==> src/rtl/fetch_pc_stack.sv <==
// Instruction-fetch PC with hardware return-address stack (pila).
// Latency: pc/sp update one cycle after control inputs are sampled; pushed entry poppable next cycle.
// Backpressure: hold=1 freezes pc, sp and stack; with FETCH_STACK_GUARD_EN an error halts until reset.
//
// Optional feature macro: FETCH_STACK_GUARD_EN
//   defined   : any stack error (overflow, underflow, push+pop together) sets
//               stack_err/halted and freezes pc, sp and the stack until reset.
//   undefined : errors are absorbed and the core keeps running; stack_err and
//               halted are tied low.
//
// Ports:
//   clk, reset (async active-low)
//   hold                 - stall, all state frozen
//   s_inc, s_pila        - next-PC select: sequential / jump, return from stack
//   push, pop            - stack operations
//   jump_addr [PC_W]     - jump target (opcode low bits)
//   pc [PC_W]            - program-memory address
//   sp                   - stack occupancy 0..STACK_DEPTH
//   stack_full, stack_empty, stack_err, halted - status

module fetch_pc_stack #(
    parameter int PC_W        = 10,
    parameter int STACK_DEPTH = 8,
    parameter int RESET_PC    = 0,
    localparam int SP_W       = $clog2(STACK_DEPTH) + 1
) (
    input  logic              clk,
    input  logic              reset,
    input  logic              hold,
    input  logic              s_inc,
    input  logic              s_pila,
    input  logic              push,
    input  logic              pop,
    input  logic [PC_W-1:0]   jump_addr,
    output logic [PC_W-1:0]   pc,
    output logic [SP_W-1:0]   sp,
    output logic              stack_full,
    output logic              stack_empty,
    output logic              stack_err,
    output logic              halted
);

    localparam int IDX_W = $clog2(STACK_DEPTH);

    localparam logic [PC_W-1:0]  PC_ONE  = 1;
    localparam logic [PC_W-1:0]  PC_RST  = PC_W'(RESET_PC);
    localparam logic [SP_W-1:0]  SP_ONE  = 1;
    localparam logic [SP_W-1:0]  SP_FULL = SP_W'(STACK_DEPTH);
    localparam logic [IDX_W-1:0] IDX_ONE = 1;

    logic [PC_W-1:0]  stack_mem [STACK_DEPTH];

    logic [PC_W-1:0]  pc_inc;
    logic [PC_W-1:0]  seq_pc;
    logic [PC_W-1:0]  rd_dat;
    logic [IDX_W-1:0] wr_idx;
    logic [IDX_W-1:0] rd_idx;
    logic [PC_W-1:0]  nxt_pc;
    logic [SP_W-1:0]  nxt_sp;
    logic             wr_req;
    logic             run;

    assign stack_full  = (sp == SP_FULL);
    assign stack_empty = (sp == '0);

    // Natural PC_W-bit overflow gives the required modulo-2^PC_W wrap,
    // both for the sequential PC and for the pushed return address.
    assign pc_inc = pc + PC_ONE;
    assign seq_pc = s_inc ? pc_inc : jump_addr;

    // Low index bits of sp address the RAM directly: when full, sp's low
    // bits are zero and the top entry (DEPTH-1) is still reached by -1.
    assign wr_idx = sp[IDX_W-1:0];
    assign rd_idx = sp[IDX_W-1:0] - IDX_ONE;
    assign rd_dat = stack_mem[rd_idx];

    assign run = !hold && !halted;

    always_comb begin
        nxt_pc = pc_inc;
        nxt_sp = sp;
        wr_req = 1'b0;
        if (push && pop) begin
            // Illegal combination: stack untouched, just step past it.
            nxt_pc = pc_inc;
        end else if (pop) begin
            if (!stack_empty) begin
                nxt_sp = sp - SP_ONE;
                nxt_pc = s_pila ? rd_dat : seq_pc;
            end
            // Underflow keeps the pc_inc default.
        end else begin
            nxt_pc = seq_pc;
            if (push && !stack_full) begin
                wr_req = 1'b1;
                nxt_sp = sp + SP_ONE;
            end
        end
    end

`ifdef FETCH_STACK_GUARD_EN
    logic err_evt;
    logic err_q;

    assign err_evt = (push && pop)
                   || (pop && !push && stack_empty)
                   || (push && !pop && stack_full);

    always_ff @(posedge clk or negedge reset) begin
        if (!reset) begin
            err_q <= 1'b0;
        end else if (run && err_evt) begin
            err_q <= 1'b1;
        end
    end

    assign stack_err = err_q;
    assign halted    = err_q;
`else
    assign stack_err = 1'b0;
    assign halted    = 1'b0;
`endif

    always_ff @(posedge clk or negedge reset) begin
        if (!reset) begin
            pc <= PC_RST;
            sp <= '0;
        end else if (run) begin
`ifdef FETCH_STACK_GUARD_EN
            // The erroring instruction does not advance the PC.
            if (!err_evt) begin
                pc <= nxt_pc;
            end
`else
            pc <= nxt_pc;
`endif
            sp <= nxt_sp;
        end
    end

    // Stack RAM is not reset; sp returning to 0 makes old contents invisible.
    always_ff @(posedge clk) begin
        if (run && wr_req) begin
            stack_mem[wr_idx] <= pc_inc;
        end
    end

endmodule

==> config.mk <==
export PLATFORM = sky130hd
export DESIGN_NAME = fetch_pc_stack
export DESIGN_NICKNAME = d
export VERILOG_FILES = /design/src/rtl/fetch_pc_stack.sv
export SDC_FILE = /design/constraint.sdc
export NUM_CORES = 1
export LEC_CHECK = 0
export ABC_CLOCK_PERIOD_IN_PS = 5900
export CORE_UTILIZATION = 35
export DETAILED_ROUTE_END_ITERATION = 12
export GPL_ROUTABILITY_DRIVEN = 0
export SLEW_MARGIN = 10
export SYNTH_ARGS = -nofsm -noshare
export SYNTH_HDL_FRONTEND = slang
export SYNTH_SLANG_ARGS = --single-unit
==> constraint.sdc <==
create_clock -name clk -period 5.9 [get_ports clk]
set_clock_uncertainty 0.2 [all_clocks]
set_input_delay 1.475 -clock clk [delete_from_list [all_inputs] [get_ports clk]]
set_output_delay 1.475 -clock clk [all_outputs]
set_load 0.01 [all_outputs]
==> flow_summary.toml <==
[run_status]
status = "finished clean"

[global_routing]
grt_max_degree = 24
grt.overflow.total = 0
grt_pass1_wl_um = 16100
antenna_found_initial = 0
grt_pass1_vias = 2557
track_usage = 0.180

[power_and_ir_drop]
p_leak_nw = 1.72
powerDensity_nw_per_um2 = 514
power.internal_w = 0.00164
switching_share = 0.365
max-vdd-ir-drop_mv = 0.237
combPwrFrac = 0.407
p_seq_frac = 0.384
p_sw_w = 0.000943
clkPwrFrac = 0.209

[setup_path]
critical-path-top-delay-family = "buffers and inverters"
cp.required_ns = 4.22
critPathKind = "flop to output port"
arrival_ns = 2.51
crit_buf_inv = 3
end_kind = "output port"
startpoint_type = "flop"
crit_slowest_cell = "clkdlybuf4s50_1"
cp_max_fo = 23
cpPeakStageDelay_ns = 0.62
path_cells = "buf_4 > inv_1 > ha_1 > nor3b_4 > clkdlybuf4s50_1"

[route]
drc = 0
drtAntennaViolNets = 0
drt-initial-drc-count = 259
via_count = 2572
viasPerCell = 5.56
firstDrtPassIters = 5
drt-wirelength-per-cell_um = 22.9
totalWireLength_um = 10600

[cts]
clock_sinks = 94
root_buffer = "clkbuf_16"
numCtsBuffers = 9
ctsResizeCount = 0
htreeDepth = 3
clkLatencyLatePin_ns = 0.35
path_clk_slew_ns = 0.07
holdBufCountCts = 0
cts_tree = "done"
post_cts_buffers = 0
cts_max_path_buffers = 2

[final_layout]
final_cells = 463
fin_area_um2 = 5030
drive_gt1_frac = 0.139
diodes = 0
final_common_cell = "edfxtp_1"
fillerInstances = 1066
syn2layout_area_growth_pct = 16.7
fin_nets = 334
final_util = 0.418
mostFrequentLayoutCells = "80 x edfxtp_1, 32 x clkdlybuf4s50_1, 19 x nor2_1, 19 x mux4_2"

[placed_design]
dpl.hpwl_um = 7330
numPortBuffers = 32
post-place-cells = 447
placed_cell_area_um2 = 4750

[synth]
synthTopCellsByArea = "edfxtp_1 56%, mux4_2 9.9%, dfrtp_1 8.1%"
ys.flop_type = "edfxtp_1"
ys_warn_count = 0
synthesis.area_um2 = 4310
syn_inst = 279
synth_top_area_cell = "edfxtp_1"
synthArstFlopShare = 0.149
synth.avg_cell_area_um2 = 15.4
synth.top_cell.area_share = 0.558
synth_cell_types = 56
synth_edf_count = 80
ys_seq_area_frac = 0.639
synth-seq-cells = 94

[sta]
fin_crit_sh = 0.709
tightest_slew_ns = 0.936
finalHoldViolations = 0
setup_viol = 0
fin_setup_tns_ns = 0
fmax_mhz = 239
period_needed_ns = 4.18
slew_viol_final = 0
fin_hold_ws_ns = 0.375
rsz0062_at_grt = "no"
slew_headroom = 0.374

[die]
row_count = 40
coreArea_um2 = 12000
start_util = 0.358
dieArea_um2 = 12700
ioPinCount = 35
dieWidth_um = 113
die_h_um = 113

[hold_path]
hp-class = "flop to flop"

[job]
maxCapViolCount = 0
per-stage QoR:
step | total power [W] | setup slack (ns)
finish | 0.00258 | 1.72
global route | 0.00271 | 1.60
global placement | 0.00205 | 1.76
floorplan | 0.00167 | 2.46
detailed placement | 0.00206 | 1.61
CTS | 0.00260 | 1.72
area by class of cell:
cell class | instances | area (um^2) | share of cell area
Sequential cell | 94 | 2750 | 0.548
Multi-Input combinational cell | 156 | 1420 | 0.282
Timing Repair Buffer | 35 | 343 | 0.0682
Clock buffer | 9 | 225 | 0.0448
Tap cell | 147 | 184 | 0.0366
Inverter | 15 | 56.3 | 0.0112
Clock inverter | 7 | 47.5 | 0.00946
Yosys cell counts (all sizes together), types with 2 or more instances:
library cell,n
o21ai,6
nor2,20
nand2,15
nor3b,2
dfrtp,14
o22ai,2
or2,3
a221oi,3
and3,3
a311oi,2
a21oi,5
mux2,5
nor3,5
edfxtp,80
o31ai,4
a211oi,5
nor4,2
ha,5
clkbuf,8
mux4,20
nand3,4
a21o,2
a22o,2
buf,7
xnor2,6
xor2,6
nand4,2
inv,15
mux2i,8
metal layers:
metal	up-vias	GRT usage	wire [um]
li1	1147	-	-
met3	17	0.0477	807
met1	1298	0.254	4760
met5	-	0	0
met4	0	0.0579	170
met2	110	0.271	4870
registers in the layout, summed over array words and instances (netlist names):
signal	flops
pc	10
sp	4
stack_mem	80
final timing paths:
path	to	cells past startpoint	startpoint	slack, ns
setup / recovery	stack_empty	5	sp[0]	1.72
hold / removal	sp[3]	1	sp[3]	0.37
setup reg to reg	pc[6]	8	sp[0]	2.41
hold reg to reg	sp[3]	1	sp[3]	0.37
max in group asynchronous	pc[5]	1	reset	3.71
min in group asynchronous	pc[6]	1	reset	1.34
kinds of logic after synthesis:
group | after synthesis | synth area share
other | 1 | 0.000871
and+or+nand+nor | 60 | 0.0721
muxes | 33 | 0.137
adders and majority gates | 6 | 0.0192
DFF | 94 | 0.639
AOI/OAI and AO/OA | 43 | 0.0730
buffers and inverters | 30 | 0.0323
xor gates and xnor gates | 12 | 0.0262
power groups by stage:
stage	Combinational (W)	Sequential, W	Clock (W)
6_report	0.00105	0.000993	0.000540
5_1_grt	0.00113	0.00100	0.000574
4_1_cts	0.00106	0.000992	0.000548
3_5_place_dp	0.00106	0.00101	0
3_3_place_gp	0.00105	0.00101	0
2_1_floorplan	0.000687	0.000984	0
Note: power is estimated with default switching activity, not from simulation.
